$ cat src/rtl/alarm_mon_pkg.sv
// Shared types for parity_alarm_monitor: FSM state and the report record.
// Report fields are sized for up to 256 sources and 32-bit counters.
package alarm_mon_pkg;

    localparam int MON_SRC_W = 8;
    localparam int MON_CNT_W = 32;

    typedef enum logic {
        MON_IDLE   = 1'b0,
        MON_REPORT = 1'b1
    } mon_state_e;

    typedef struct packed {
        logic [MON_SRC_W-1:0] src;
        logic [MON_CNT_W-1:0] count;
        logic                 ovf;
    } mon_report_t;

    function automatic int src_w(input int n);
        return (n > 1) ? $clog2(n) : 1;
    endfunction

endpackage

$ cat src/rtl/parity_alarm_monitor_rr_pick.sv
// Round-robin first-set-bit selector: lowest set request at or above ptr_i,
// wrapping past N-1 back to 0. Purely combinational.
module rr_pick #(
    parameter int N  = 8,
    parameter int SW = 3
) (
    input  logic [N-1:0]  req_i,
    input  logic [SW-1:0] ptr_i,
    output logic [SW-1:0] idx_o,
    output logic          found_o
);

    localparam int SW1 = SW + 1;

    logic [N-1:0] rot;
    logic [SW:0]  sum;

    // Rotate so bit 0 of rot is the request at ptr_i.
    assign rot = N'({req_i, req_i} >> ptr_i);

    always_comb begin
        idx_o   = '0;
        found_o = 1'b0;
        sum     = '0;
        for (int k = N - 1; k >= 0; k--) begin
            if (rot[k]) begin
                sum = {1'b0, ptr_i} + SW1'(k);
                if (sum >= SW1'(N)) sum = sum - SW1'(N);
                idx_o   = sum[SW-1:0];
                found_o = 1'b1;
            end
        end
    end

endmodule

$ cat src/rtl/parity_alarm_monitor.sv
// Parity alarm collector: sticky pending flags, per-source error counters and a
// round-robin valid/ready report stream. ALARM_MON_OVERFLOW_EN adds saturating counters.
module parity_alarm_monitor
    import alarm_mon_pkg::*;
#(
    parameter  int NUM_SRC   = 8,
    parameter  int CNT_WIDTH = 8,
    localparam int SW        = src_w(NUM_SRC)
) (
    input  logic                 clk,
    input  logic                 rst_n,
    input  logic [NUM_SRC-1:0]   alarm_in,
    input  logic                 enable,
    input  logic                 clear,
    output logic                 report_valid,
    input  logic                 report_ready,
    output logic [SW-1:0]        report_src,
    output logic [CNT_WIDTH-1:0] report_count,
    output logic                 report_ovf,
    output logic                 irq
);

    localparam logic [CNT_WIDTH-1:0] CNT_ONE = CNT_WIDTH'(1);
    localparam logic [SW-1:0]        SRC_ONE = SW'(1);
    localparam logic [SW-1:0]        SRC_TOP = SW'(NUM_SRC - 1);

    logic [NUM_SRC-1:0]                alarm_q, hit;
    logic [NUM_SRC-1:0]                pend_q, pend_d;
    logic [NUM_SRC-1:0][CNT_WIDTH-1:0] cnt_q, cnt_d;
    logic [CNT_WIDTH-1:0]              base;
    logic [SW-1:0]                     rr_ptr_q, pick_idx, sel;
    logic                              pick_found, hs, irq_q, pick_ovf;
    mon_state_e                        state_q;
    mon_report_t                       rep_q;
    logic                              unused_rep;

`ifdef ALARM_MON_OVERFLOW_EN
    logic [NUM_SRC-1:0] ovf_q, ovf_d;
`endif

    assign hit = enable ? alarm_q : '0;
    assign hs  = (state_q == MON_REPORT) && report_ready;
    assign sel = rep_q.src[SW-1:0];

    rr_pick #(.N(NUM_SRC), .SW(SW)) u_pick (
        .req_i   (pend_q),
        .ptr_i   (rr_ptr_q),
        .idx_o   (pick_idx),
        .found_o (pick_found)
    );

    always_comb begin
        pend_d = pend_q;
        cnt_d  = cnt_q;
        base   = '0;
`ifdef ALARM_MON_OVERFLOW_EN
        ovf_d  = ovf_q;
`endif
        for (int i = 0; i < NUM_SRC; i++) begin
            if (hit[i]) begin
                pend_d[i] = 1'b1;
`ifdef ALARM_MON_OVERFLOW_EN
                if (&cnt_q[i]) ovf_d[i] = 1'b1;
                else           cnt_d[i] = cnt_q[i] + CNT_ONE;
`else
                cnt_d[i] = cnt_q[i] + CNT_ONE;
`endif
            end
            // Keep whatever accrued while the report was on the wire.
            if (hs && (SW'(i) == sel)) begin
`ifdef ALARM_MON_OVERFLOW_EN
                base     = ovf_q[i] ? '0 : cnt_q[i] - rep_q.count[CNT_WIDTH-1:0];
                ovf_d[i] = 1'b0;
`else
                base     = cnt_q[i] - rep_q.count[CNT_WIDTH-1:0];
`endif
                cnt_d[i]  = base + CNT_WIDTH'(hit[i]);
                pend_d[i] = |cnt_d[i];
            end
        end
        if (clear) begin
            pend_d = '0;
            cnt_d  = '0;
`ifdef ALARM_MON_OVERFLOW_EN
            ovf_d  = '0;
`endif
        end
    end

    always_ff @(posedge clk or negedge rst_n) begin
        if (!rst_n) begin
            alarm_q <= '0;
            pend_q  <= '0;
            cnt_q   <= '0;
            irq_q   <= 1'b0;
        end else begin
            alarm_q <= alarm_in;
            pend_q  <= pend_d;
            cnt_q   <= cnt_d;
            irq_q   <= |pend_d;
        end
    end

`ifdef ALARM_MON_OVERFLOW_EN
    always_ff @(posedge clk or negedge rst_n) begin
        if (!rst_n) ovf_q <= '0;
        else        ovf_q <= ovf_d;
    end
    assign pick_ovf   = ovf_q[pick_idx];
    assign report_ovf = rep_q.ovf;
`else
    assign pick_ovf   = 1'b0;
    assign report_ovf = 1'b0;
`endif

    always_ff @(posedge clk or negedge rst_n) begin
        if (!rst_n) begin
            state_q  <= MON_IDLE;
            rep_q    <= '0;
            rr_ptr_q <= '0;
        end else if (clear) begin
            state_q <= MON_IDLE;
        end else begin
            case (state_q)
                MON_IDLE: begin
                    if (pick_found) begin
                        rep_q.src   <= MON_SRC_W'(pick_idx);
                        rep_q.count <= MON_CNT_W'(cnt_q[pick_idx]);
                        rep_q.ovf   <= pick_ovf;
                        state_q     <= MON_REPORT;
                    end
                end
                MON_REPORT: begin
                    if (report_ready) begin
                        rr_ptr_q <= (sel == SRC_TOP) ? '0 : sel + SRC_ONE;
                        state_q  <= MON_IDLE;
                    end
                end
                default: state_q <= MON_IDLE;
            endcase
        end
    end

    assign report_valid = (state_q == MON_REPORT);
    assign report_src   = rep_q.src[SW-1:0];
    assign report_count = rep_q.count[CNT_WIDTH-1:0];
    assign irq          = irq_q;
    assign unused_rep   = ^rep_q;

endmodule
$ cat config.mk
export PLATFORM = sky130hd
export DESIGN_NAME = parity_alarm_monitor
export DESIGN_NICKNAME = d
export VERILOG_FILES = /design/src/rtl/alarm_mon_pkg.sv /design/src/rtl/parity_alarm_monitor_rr_pick.sv /design/src/rtl/parity_alarm_monitor.sv
export SDC_FILE = /design/constraint.sdc
export NUM_CORES = 1
export LEC_CHECK = 0
export CORE_UTILIZATION = 45
export CTS_CLUSTER_DIAMETER = 150
export DETAILED_ROUTE_END_ITERATION = 10
export SLEW_MARGIN = 5
export SYNTH_ARGS = -nofsm -noshare
export SYNTH_HDL_FRONTEND = slang
export SYNTH_HIERARCHICAL = 1
export SYNTH_SLANG_ARGS = --single-unit
$ cat constraint.sdc
create_clock -name clk -period 5 [get_ports clk]
set_clock_uncertainty 0.1 [all_clocks]
set_input_delay 1 -clock clk [delete_from_list [all_inputs] [get_ports clk]]
set_output_delay 1 -clock clk [all_outputs]
set_load 0.01 [all_outputs]
---- Word-level counts from Yosys, hierarchy flattened ----
Index checks and enable logic that the tools add are counted.
storage, ports and cells
  register bits ........................... 96
  word-level logic and storage cells ...... 170
  bits of input ports ..................... 13
operators by class
  shift-type cells ........................ 1
  reductions and logical operators ........ 29
  bitwise operators ....................... 2
  multiplexer cells ....................... 66
  eq/ne operators ......................... 8
  $add $sub $neg .......................... 40
  magnitude comparators ................... 9
operator list
  cell                                                                           count
  8-bit 2-to-1 mux                                                               19
  8-bit OR reduction                                                             9
  8-bit by 1-bit adder with 8-bit output                                         8
  8-bit by 1-bit adder with 8-bit output (second input constant)                 8
  64-bit 2-to-1 mux                                                              1
  8-bit subtractor                                                               8
  3-bit 2-to-1 mux                                                               17
  4-bit >= comparator (second input constant)                                    7
  1-bit 2-to-1 mux                                                               27
  8-bit binary-select mux with 3-bit select                                      1
  3-bit nonzero test                                                             8
  3-bit by 1-bit subtractor with 3-bit output (second input constant)            8
  3-bit by 3-bit adder with 4-bit output (second input constant)                 4
  16-bit by 3-bit right shift with 8-bit output                                  1
  3-bit == test (first input constant)                                           4
  1-bit logical AND                                                              9
  3-bit by 2-bit adder with 4-bit output (second input constant)                 2
  2-bit by 3-bit == test with 1-bit output (first input constant)                2
  3-bit AND reduction                                                            2
  3-bit by 1-bit adder with 4-bit output (second input constant)                 1
  3-bit by 4-bit >= comparator with 1-bit output (second input constant)         1
  3-bit by 4-bit less-than comparator with 1-bit output (second input constant)  1
  3-bit by 1-bit adder with 3-bit output (second input constant)                 1
  1-bit by 3-bit == test with 1-bit output (first input constant)                1
  4 further kinds                                                                5

---- Logic depth before layout (Yosys ltp) ----
Gate-level depths: netlist of run 1.
  depth after elaboration ................. 13
  gate-level depth with buffers ........... 14
  gate-level depth less buffers ........... 12

---- Cells and area by module ----
The synthesis of run 1 kept the hierarchy.
modules (own cells, without submodules)
  module                cells each  instances  area each (um2)  sequential area each (um2)
  parity_alarm_monitor  961         1          8732.1           2402.3
  rr_pick               121         1          993.5            0.0

---- Worst setup path before layout of run 1 ----
OpenSTA, ideal clock, no wires.
  path kind ............................... input to register
  start point ............................. input enable
  end point ............................... register irq_q, in the netlist irq
  library setup time ...................... 139 ps
  arrival ................................. 3429 ps
  stages .................................. 11
  setup slack ............................. 1332 ps
  data required time ...................... 4761 ps
  path buffers ............................ 1
  cell sequence ........................... and2_1 > clkbuf_1 > ha_1 > fa_1 > a211oi_1 > nor2_1 > xnor2_1 > or3_1 > o31a_1 > a2111oi_0 > nand3b_1
on the way
  longest elaborated chain between the ends .. 6
  elaborated cells between the ends (all ways) .. 35
  classes of those cells .................. add/sub: 8; mux: 18; reduce/logical: 9
RTL lines
  item                                    line                         text
  from (decl)                             parity_alarm_monitor.sv:13   input logic enable,
  8-bit 2-to-1 mux *                      parity_alarm_monitor.sv:41   assign hit = enable ? alarm_q : '0;
  8-bit by 1-bit adder with 8-bit output  parity_alarm_monitor.sv:77   cnt_d[i] = base + CNT_WIDTH'(hit[i]);
  8-bit OR reduction                      parity_alarm_monitor.sv:78   pend_d[i] = |cnt_d[i];
  1-bit 2-to-1 mux *                      parity_alarm_monitor.sv:70   if (hs && (SW'(i) == sel)) begin
  8-bit 2-to-1 mux *                      parity_alarm_monitor.sv:81   if (clear) begin
  named net pend_d[2]                     parity_alarm_monitor.sv:28   logic [NUM_SRC-1:0] pend_q, pend_d;
  8-bit OR reduction *                    parity_alarm_monitor.sv:100  irq_q <= |pend_d;
  to (signal assigned)                    parity_alarm_monitor.sv:100
  to (decl)                               parity_alarm_monitor.sv:32   logic pick_found, hs, irq_q, pick_ovf;
Mark *: on every way through the listed nets, which the timed path passes. The rest lies on a longest branch.
A chain may end at the register's enable or synchronous reset.

---- Worst setup path in the final report of run 1 ----
Same ends and word-level chain as after synthesis.

==> results.py, run 1 <==
metrics = {
    "routing": {
        "wl_per_cell_microns": 19.45,
        "wirelength_microns": 26820,
        "drt-initial-drc-count": 479,
        "ant_nets": 0,
        "drc_errors": 0,
        "vias_per_cell": 5.968,
        "dr.pass1.iters": 7,
        "vias": 8230,
    },
    "cts": {
        "cts_resized": 0,
        "cts.htree.levels": 3,
        "cts_tree": "yes",
        "postCtsSetupRepairBufs": 0,
        "clkTransAtPathRegs_ns": 0.07,
        "clock-sinks": 96,
        "cts_buffers": 9,
        "clock_path_buffers": 2,
        "cts-root-buf": "clkbuf_16",
        "cts_hold_repair.buffers": 0,
        "insertion_delay_ns": 0.36,
    },
    "synth": {
        "syn_area_per_cell_sq_um": 8.989,
        "yosysTopAreaCellShare_pct": 24.70,
        "syn_inst": 1082,
        "syn_nets": 1231,
        "synth_flop_cell": "dfrtp_1",
        "synth_area_leaders": "dfrtp_1 (25%), ha_1 (16%), mux4_2 (5.6%)",
        "yosysTopAreaCell": "dfrtp_1",
        "synth_commonest_cells": "ha_1 (128), nor2_1 (112), dfrtp_1 (96)",
        "synth-edff-count": 0,
        "async_flop_share_pct": 100.0,
        "yosysMostFrequentCell": "ha_1",
        "seq_area_frac_synth_pct": 24.70,
        "syn_area_sq_um": 9726,
        "synth_seq_cells": 96,
        "ys.warnings.count": 6,
        "yosysUniqueCellTypes": 76,
    },
    "global_routing": {
        "antenna_found_initial": 0,
        "grt_max_degree": 49,
        "grt-busiest-layer": "met2",
        "track_usage_pct": 25.17,
        "grt_use_met2_pct": 39.09,
        "use_met1_pct": 37.06,
        "grt_pass1_wl_microns": 42980,
        "grt_pass1_vias": 7841,
        "grt_use_met3_pct": 2.080,
        "gr-total-overflow": 0,
    },
    "floorplan": {
        "fp.dieW_microns": 149.0,
        "die_h_microns": 149.0,
        "rows": 53,
        "die_area_sq_um": 22200,
        "coreArea_sq_um": 21090,
        "start_util_pct": 46.12,
        "ios": 27,
    },
    "timing": {
        "setup_viol": 0,
        "hold_violations": 0,
        "max_freq_mhz": 230.1,
        "fin_crit_sh_pct": 86.94,
        "worst_pin_slew_ns": 1.109,
        "fin_crit_ns": 4.347,
        "slew_headroom_pct": 26.10,
        "tns_ns": 0,
        "drv_slew": 0,
        "rsz0062_at_grt": "no",
    },
    "cells_and_area": {
        "fin_nets": 1248,
        "drive_above_1_share_pct": 7.156,
        "diodes": 0,
        "final_util_pct": 50.21,
        "area_growth_pct": 8.877,
    },
    "pwr": {
        "clkPwrFrac_pct": 12.3,
        "seqPwrFrac_pct": 21.1,
        "pwr_density_cell_nw_per_um2": 534.0,
        "peakVddDrop_mv": 0.2300,
        "p_total_mw": 5.655,
        "switching_share_pct": 48.77,
        "power.leakage_nw": 4.699,
        "internal_power_mw": 2.897,
        "p_comb_share_pct": 66.5,
        "power_switching_mw": 2.758,
    },
    "setup_path": {
        "cp-end-kind": "flip-flop",
        "path_max_fanout": 8,
        "cp-start-kind": "input port",
        "crit_type": "input port to flip-flop",
        "worstPathArrival_ns": 4.48,
        "critPathRequiredTime_ns": 5.13,
    },
    "placed_design": {
        "gp_congestion": 0.8661,
        "io_buffers": 25,
        "dp_hpwl_microns": 20220,
    },
    "job": {
        "cap_violations": 0,
    },
    "run_status": {
        "status": "finished clean",
    },
    "hold_path": {
        "min_path_type": "flip-flop to flip-flop",
    },
}
[layer usage]
metal | vias to the layer above | wire, microns
met3 | 24 | 1104
li1 | 4017 | -
met4 | 0 | 506
met1 | 4005 | 13380
met5 | - | 0
met2 | 184 | 11840
[per-stage QoR]
stage | cells | hold slack [ns] | setup WS, ns | cell area [sq um]
global placement | 1363 | 0.4786 | 0.3964 | 10300
finish | 1379 | 0.5008 | 0.6531 | 10590
CTS | 1379 | 0.5004 | 0.6862 | 10590
detailed placement | 1363 | 0.4875 | 0.3281 | 10300
floorplan | 1082 | 0.4202 | 1.332 | 9726
global route | 1379 | 0.5257 | 0.4536 | 10590
[worst max-delay path, stage by stage]
cell	delay, ns
clkdlybuf4s50_1	0.73
nand2_1	0.31
inv_1	0.13
ha_1	0.24
fa_1	0.41
a211oi_1	0.29
nor2_1	0.10
xor2_1	0.16
nor4b_1	0.42
a31oi_1	0.23
nor3_1	0.34
nand3b_1	0.11
[power groups by stage]
| stage | Clock [mW] | Combinational (mW) | Sequential [mW] |
|---|---|---|---|
| after detailed placement | 0 | 3.72 | 1.20 |
| after global placement | 0 | 3.69 | 1.21 |
| after CTS | 0.714 | 3.75 | 1.19 |
| final | 0.698 | 3.76 | 1.19 |
| after global routing | 0.743 | 4.20 | 1.21 |
| after floorplan | 0 | 2.93 | 1.04 |
[cells in the final DEF (no fill, tap or decap), types with 9 or more instances in the layout]
| master | instances |
|---|---|
| nand2b_1 | 10 |
| mux4_2 | 24 |
| inv_1 | 59 |
| a21oi_1 | 48 |
| a211oi_1 | 51 |
| xnor2_1 | 53 |
| nor2b_1 | 17 |
| or3_1 | 12 |
| ha_1 | 128 |
| dfrtp_1 | 96 |
| xor2_1 | 52 |
| and3_1 | 11 |
| nand4_1 | 16 |
| clkbuf_16 | 9 |
| clkdlybuf4s50_1 | 23 |
| nor2_1 | 112 |
| buf_4 | 22 |
| mux2i_1 | 28 |
| nand3_1 | 31 |
| and2_1 | 9 |
| nor3_1 | 23 |
| nand2_1 | 73 |
| o21ai_0 | 46 |
[flip-flops by register name, summed over array words and instances, names as in the netlist]
| register | cells |
|---|---|
| cnt_q | 64 |
| report_valid | 1 |
| report_src | 3 |
| rr_ptr_q | 3 |
| irq | 1 |
| report_count | 8 |
| pend_q | 8 |
| alarm_q | 8 |
[layout make-up]
class / instances / area, sq um
inverter: 63 / 236.5
clock buffer: 10 / 239.0
fill: 2062 / 10500
clock inverter: 6 / 51.30
multi-input combinational: 883 / 6915
tap: 275 / 344.1
sequential: 96 / 2402
timing repair buffer: 46 / 400.4
[cells by family after synthesis]
| family | after synthesis | share of synthesized area, % |
|---|---|---|
| compound gates | 236 | 16.42 |
| xor+xnor | 106 | 9.687 |
| fa+ha+maj | 136 | 18.11 |
| buf+inv | 103 | 4.413 |
| flops | 96 | 24.70 |
| mux | 58 | 9.443 |
| other cells | 1 | 0.03856 |
| simple gates | 346 | 17.19 |
[path summary, 6_finish.rpt]
kind | slack [ns] | cells past startpoint | from | endpoint
worst max-delay path | 0.65 | 12 | enable | irq
worst min-delay path | 0.50 | 2 | cnt_q[23] | cnt_q[23]
worst max register to register | 0.92 | 11 | rr_ptr_q[1] | report_count[6]
worst min register to register | 0.50 | 2 | cnt_q[23] | cnt_q[23]
max in group asynchronous | 3.41 | 2 | rst_n | cnt_q[7]
min in group asynchronous | 0.52 | 1 | rst_n | cnt_q[50]
(Power assumes the default switching activity.)
==> inputs of run 2 (changes only) <==
--- a/config.mk
+++ b/config.mk
@@ -5,7 +5,7 @@
 export SDC_FILE = /design/constraint.sdc
 export NUM_CORES = 1
 export LEC_CHECK = 0
-export CORE_UTILIZATION = 45
+export CORE_UTILIZATION = 48
 export CTS_CLUSTER_DIAMETER = 150
 export DETAILED_ROUTE_END_ITERATION = 10
 export SLEW_MARGIN = 5
==> run 2 against run 1 <==
Worst setup slack better by 0.14 ns. Critical endpoint unchanged. Critical path depth unchanged. Combinational power up 1%. Largest cell class unchanged. Clock power decreased by 0.6%. Non-clock buffer count rose by 2. Routed wire length up 0.47%. Register-to-register slack gained 0.02 ns. First-iteration DRC count rose by 17%. Maximum frequency up 3.3%. Via count increased by 0.52%. Cell count decreased by 0.58%.
==> results.py, run 2 (synthesis results as in run 1) <==
metrics = {
    "run_status": {
        "status": "finished clean",
    },
    "setup_path": {
        "crit_chain": "clkdlybuf4s50_1 > nand2_1 > inv_1 > ha_1 > fa_1 > a211o_1 > nand3_1 > nand3b_1 > nor4_1 > a31oi_1 > a2111oi_0 > nand3b_1",
        "reg2reg_slack_ns": 0.94,
        "path_max_fanout": 6,
        "r2r-start": "rr_ptr_q[1]",
        "slowest_delay_ns": 0.66,
        "critical-path-slowest-cell": "clkdlybuf4s50_1",
        "critical_path.top_delay_family": "compound AO/OA/AOI/OAI gates",
        "r2r-end": "report_count[4]",
        "cp_common_cell": "nand3b_1",
        "worstPathArrival_ns": 4.33,
        "cp-start-kind": "input port",
        "cp-end-kind": "flip-flop",
        "path_buf_inv": 2,
        "critPathRequiredTime_ns": 5.12,
        "crit_type": "input port to flip-flop",
        "r2r_cells": 11,
    },
    "timing": {
        "slew_headroom_pct": 37.32,
        "fin_crit_ns": 4.209,
        "hold_violations": 0,
        "drv_slew": 0,
        "setup_viol": 0,
        "fin_crit_sh_pct": 84.19,
        "max_freq_mhz": 237.6,
        "setup_slack_ns": 0.7906,
        "worst_pin_slew_ns": 0.9402,
        "tns_ns": 0,
        "rsz0062_at_grt": "no",
    },
    "cts": {
        "clock-sinks": 96,
        "postCtsSetupRepairBufs": 0,
        "cts.htree.levels": 3,
        "cts_hold_repair.buffers": 0,
        "insertion_delay_ns": 0.36,
        "cts_resized": 0,
        "clock_path_buffers": 2,
        "cts_buffers": 9,
        "clkTransAtPathRegs_ns": 0.08,
        "cts_tree": "yes",
        "cts-root-buf": "clkbuf_16",
    },
    "routing": {
        "drt-initial-drc-count": 560,
        "met3_wirelength_microns": 1710,
        "vias": 8273,
        "wirelength_microns": 26950,
        "m1WireLength_microns": 12510,
        "drc_errors": 0,
        "vias_per_cell": 6.034,
        "wl_per_cell_microns": 19.66,
        "dr.pass1.iters": 5,
        "ant_nets": 0,
        "wl_met2_microns": 12170,
        "top_layer": "met5",
    },
    "floorplan": {
        "fp.dieW_microns": 144.3,
        "ios": 27,
        "start_util_pct": 49.48,
        "die_area_sq_um": 20840,
        "rows": 51,
        "coreArea_sq_um": 19650,
        "die_h_microns": 144.3,
    },
    "global_routing": {
        "antenna_found_initial": 1,
        "gr-total-overflow": 0,
        "grt_max_degree": 71,
        "grt_pass1_wl_microns": 42990,
        "track_usage_pct": 27.47,
        "grt_pass1_vias": 7738,
    },
    "pwr": {
        "peakVddDrop_mv": 0.2780,
        "switching_share_pct": 48.73,
        "pwr_density_cell_nw_per_um2": 533.7,
        "p_comb_share_pct": 67.3,
        "internal_power_mw": 2.897,
        "clkPwrFrac_pct": 12.3,
        "seqPwrFrac_pct": 20.4,
        "power.leakage_nw": 4.712,
        "power_switching_mw": 2.753,
    },
    "cells_and_area": {
        "instances_no_fill": 1371,
        "drive_above_1_share_pct": 7.324,
        "fin_nets": 1250,
        "area_growth_pct": 8.851,
        "diodes": 0,
        "stdcell_area_sq_um": 10590,
        "mostFrequentLayoutCell": "ha_1",
        "layout_common_cells": "ha_1 (128), nor2_1 (112), dfrtp_1 (96)",
        "largest_reg_flops": 64,
        "largest_register": "cnt_q",
    },
    "job": {
        "cap_violations": 0,
    },
    "placed_design": {
        "gp_congestion": 0.9384,
        "dpl.cell_count": 1355,
        "place_area_sq_um": 10300,
        "dp_hpwl_microns": 20360,
        "post-place-ws_ns": 0.4426,
        "io_buffers": 25,
    },
    "hold_path": {
        "min_path_type": "flip-flop to flip-flop",
        "worstHoldStart": "report_count[2]",
        "whs_path_depth": 2,
        "holdPathEnd": "report_count[2]",
    },
}
-- run 2: cell count changes in the layout (fill, tap and decap cells not counted), sizes merged --
| cell | delta |
|---|---|
| buf | +2 |
| clkbuf | -1 |
| clkinvlp | -1 |
| inv | +2 |
-- run 2: power by group through the flow --
stage	clock network (mW)	registers, mW	logic, mW
6_report	0.694	1.15	3.80
3_3_place_gp	0	1.17	3.75
3_5_place_dp	0	1.17	3.76
2_1_floorplan	0	1.04	2.93
4_1_cts	0.708	1.15	3.79
5_1_grt	0.744	1.18	4.24
-- run 2: area by class of cell --
type | count | area [sq um]
Clock buffer | 9 | 225.2
Clock inverter | 7 | 60.06
Fill cell | 1906 | 9067
Inverter | 63 | 236.5
Multi-Input combinational cell | 883 | 6915
Sequential cell | 96 | 2402
Tap cell | 265 | 331.6
Timing Repair Buffer | 48 | 415.4
-- run 2: worst register-to-register path, cell delays in order, from the launching register on --
cell	delay (ns)
dfrtp_1	0.68
buf_4	0.30
mux4_2	0.35
or2_1	0.27
o21a_1	0.16
a21oi_1	0.13
nor2_1	0.09
o31ai_4	0.55
buf_4	0.35
mux4_2	0.55
mux2i_1	0.29
a21oi_1	0.12
-- run 2: routing by layer --
layer  global-route usage [%]  up-vias
met1                    39.32     3950
met3                    4.139       37
met2                    42.64      265
li1                         -     4019
met4                    8.144        2
met5                        0        -
-- run 2: how the worst max path moves through the flow --
stage	from	to	slack, ns	cells after the start
floorplan	enable	irq	1.33	11
global placement	enable	irq	0.50	11
detailed placement	enable	irq	0.44	12
CTS	enable	irq	0.81	12
global route	enable	irq	0.53	12
finish	enable	irq	0.79	12
-- run 2: per-stage QoR --
stage	power (mW)	util, %	hold slack, ns
floorplan	3.969	-	0.4202
global placement	4.916	52.41	0.4456
CTS	5.651	53.86	0.4650
global route	6.158	53.86	0.4876
detailed placement	4.932	52.41	0.4475
finish	5.650	53.86	0.4551
==> inputs of run 3 (changes only) <==
--- a/config.mk
+++ b/config.mk
@@ -8,6 +8,7 @@
 export CORE_UTILIZATION = 48
 export CTS_CLUSTER_DIAMETER = 150
 export DETAILED_ROUTE_END_ITERATION = 10
+export PLACE_DENSITY = 0.67
 export SLEW_MARGIN = 5
 export SYNTH_ARGS = -nofsm -noshare
 export SYNTH_HDL_FRONTEND = slang
==> constraint.sdc (replaced) <==
create_clock -name clk -period 3.7 [get_ports clk]
set_clock_uncertainty 0.1 [all_clocks]
set_input_delay 0.74 -clock clk [delete_from_list [all_inputs] [get_ports clk]]
set_output_delay 0.74 -clock clk [all_outputs]
set_load 0.01 [all_outputs]
==> run 3 against run 2 <==
Core utilization up 2.8 points. Non-clock buffer count up 66. Via count up 3.3%. Design area up 5.2%. Power up 47%. Sequential cell count unchanged. Routed wire length up 0.43%. Global-route usage up 0.27 points. Critical path depth unchanged. Clock-buffer cell count up 1.
==> results.py, run 3 (synthesis results as in run 1) <==
metrics = {
    "run_status": {
        "status": "finished clean",
    },
    "timing": {
        "fin_crit_ns": 3.623,
        "hold_violations": 0,
        "rsz0062_at_grt": "yes",
        "tns_ns": 0,
        "drv_slew": 0,
        "fin_crit_sh_pct": 97.92,
        "slew_headroom_pct": 50.18,
        "max_freq_mhz": 276.0,
        "worst_pin_slew_ns": 0.7472,
        "setup_viol": 0,
    },
    "setup_path": {
        "path_max_fanout": 5,
        "cp-end-kind": "flip-flop",
        "worstPathArrival_ns": 3.75,
        "crit_type": "input port to flip-flop",
        "critPathRequiredTime_ns": 3.82,
        "cp-start-kind": "input port",
    },
    "placed_design": {
        "io_buffers": 25,
        "dp_hpwl_microns": 21050,
        "dpl.cell_count": 1421,
        "gp_congestion": 0.8932,
    },
    "cts": {
        "cts.htree.levels": 3,
        "clock-sinks": 96,
        "cts_hold_repair.buffers": 0,
        "cts_resized": 0,
        "insertion_delay_ns": 0.36,
        "cts_tree": "yes",
        "clock_path_buffers": 2,
        "cts_buffers": 9,
        "cts-root-buf": "clkbuf_16",
        "postCtsSetupRepairBufs": 0,
        "clkTransAtPathRegs_ns": 0.07,
    },
    "cells_and_area": {
        "layout_common_cells": "ha_1 (127), nor2_1 (112), dfrtp_1 (96)",
        "drive_above_1_share_pct": 13.05,
        "instances_no_fill": 1437,
        "largest_register": "cnt_q",
        "fin_nets": 1316,
        "mostFrequentLayoutCell": "ha_1",
        "n_fill_cell": 1871,
        "largest_reg_flops": 64,
        "final_util_pct": 56.67,
        "area_growth_pct": 14.52,
        "diodes": 0,
    },
    "pwr": {
        "peakVddDrop_mv": 0.3396,
        "power.leakage_nw": 5.025,
        "pwr_density_cell_nw_per_um2": 745.0,
        "p_total_mw": 8.298,
    },
    "global_routing": {
        "gr-total-overflow": 0,
        "antenna_found_initial": 0,
        "track_usage_pct": 27.74,
        "grt_pass1_vias": 8308,
        "grt_max_degree": 41,
        "grt_pass1_wl_microns": 43850,
    },
    "routing": {
        "wirelength_microns": 27060,
        "drc_errors": 0,
        "vias": 8542,
        "drt-initial-drc-count": 705,
        "ant_nets": 0,
        "dr.pass1.iters": 5,
        "wl_per_cell_microns": 18.83,
        "vias_per_cell": 5.944,
    },
    "floorplan": {
        "start_util_pct": 49.48,
        "ios": 27,
        "rows": 51,
        "die_h_microns": 144.3,
        "fp.dieW_microns": 144.3,
        "die_area_sq_um": 20840,
        "coreArea_sq_um": 19650,
    },
    "hold_path": {
        "min_path_type": "input port to async pin",
    },
    "job": {
        "cap_violations": 0,
    },
}
## run 3: where the power goes
group	switching [mW]	leakage, nW	internal (mW)
sequential	0.321	1.28	1.20
combinational	3.11	3.62	2.73
clock	0.465	0.128	0.467
total	3.90	5.02	4.40
## run 3: cell type report
| type | count | area, sq um | share of cell area [%] |
|---|---|---|---|
| multi-input combinational | 883 | 6948 | 62.38 |
| sequential | 96 | 2402 | 21.57 |
| timing repair buffer | 114 | 939.7 | 8.436 |
| tap | 265 | 331.6 | 2.977 |
| inverter | 63 | 236.5 | 2.123 |
| clock buffer | 10 | 229.0 | 2.056 |
| clock inverter | 6 | 51.30 | 0.4606 |
## run 3: worst paths after layout
check,startpoint,slack [ns],end,depth (start not counted)
min in group clk,report_count[5],0.46,report_count[5],2
worst max-delay path,enable,0.08,irq,12
max in group asynchronous,rst_n,2.47,cnt_q[27],2
worst min-delay path,rst_n,0.28,cnt_q[14],1
worst max register to register,report_count[3],0.15,irq,10
worst min register to register,report_count[5],0.46,report_count[5],2
## run 3: through the flow
| step | hold WS [ns] | setup WS (ns) | cell area (sq um) |
|---|---|---|---|
| floorplan | 0.3444 | 0.09477 | 9726 |
| global route | 0.3214 | -0.02921 | 11140 |
| finish | 0.2836 | 0.07688 | 11140 |
| CTS | 0.3119 | 0.02738 | 11100 |
| global placement | 0.4390 | -0.2405 | 10820 |
| detailed placement | 0.4423 | -0.3323 | 10820 |
## run 3: critical path, stage by stage
cell	delay (ns)
clkdlybuf4s50_1	0.43
buf_4	0.15
buf_4	0.16
and2_1	0.15
ha_1	0.22
fa_1	0.41
xor2_1	0.19
or3_1	0.32
nor3_1	0.25
o2111ai_1	0.21
a2111oi_1	0.38
nand3b_1	0.13
## run 3: metal layers
metal | vias up | routed length (microns) | GRT usage [%]
met5 | - | 0 | 0
met4 | 0 | 516 | 7.701
met3 | 33 | 1696 | 4.437
met2 | 235 | 11990 | 43.57
met1 | 4128 | 12860 | 39.28
li1 | 4146 | - | -
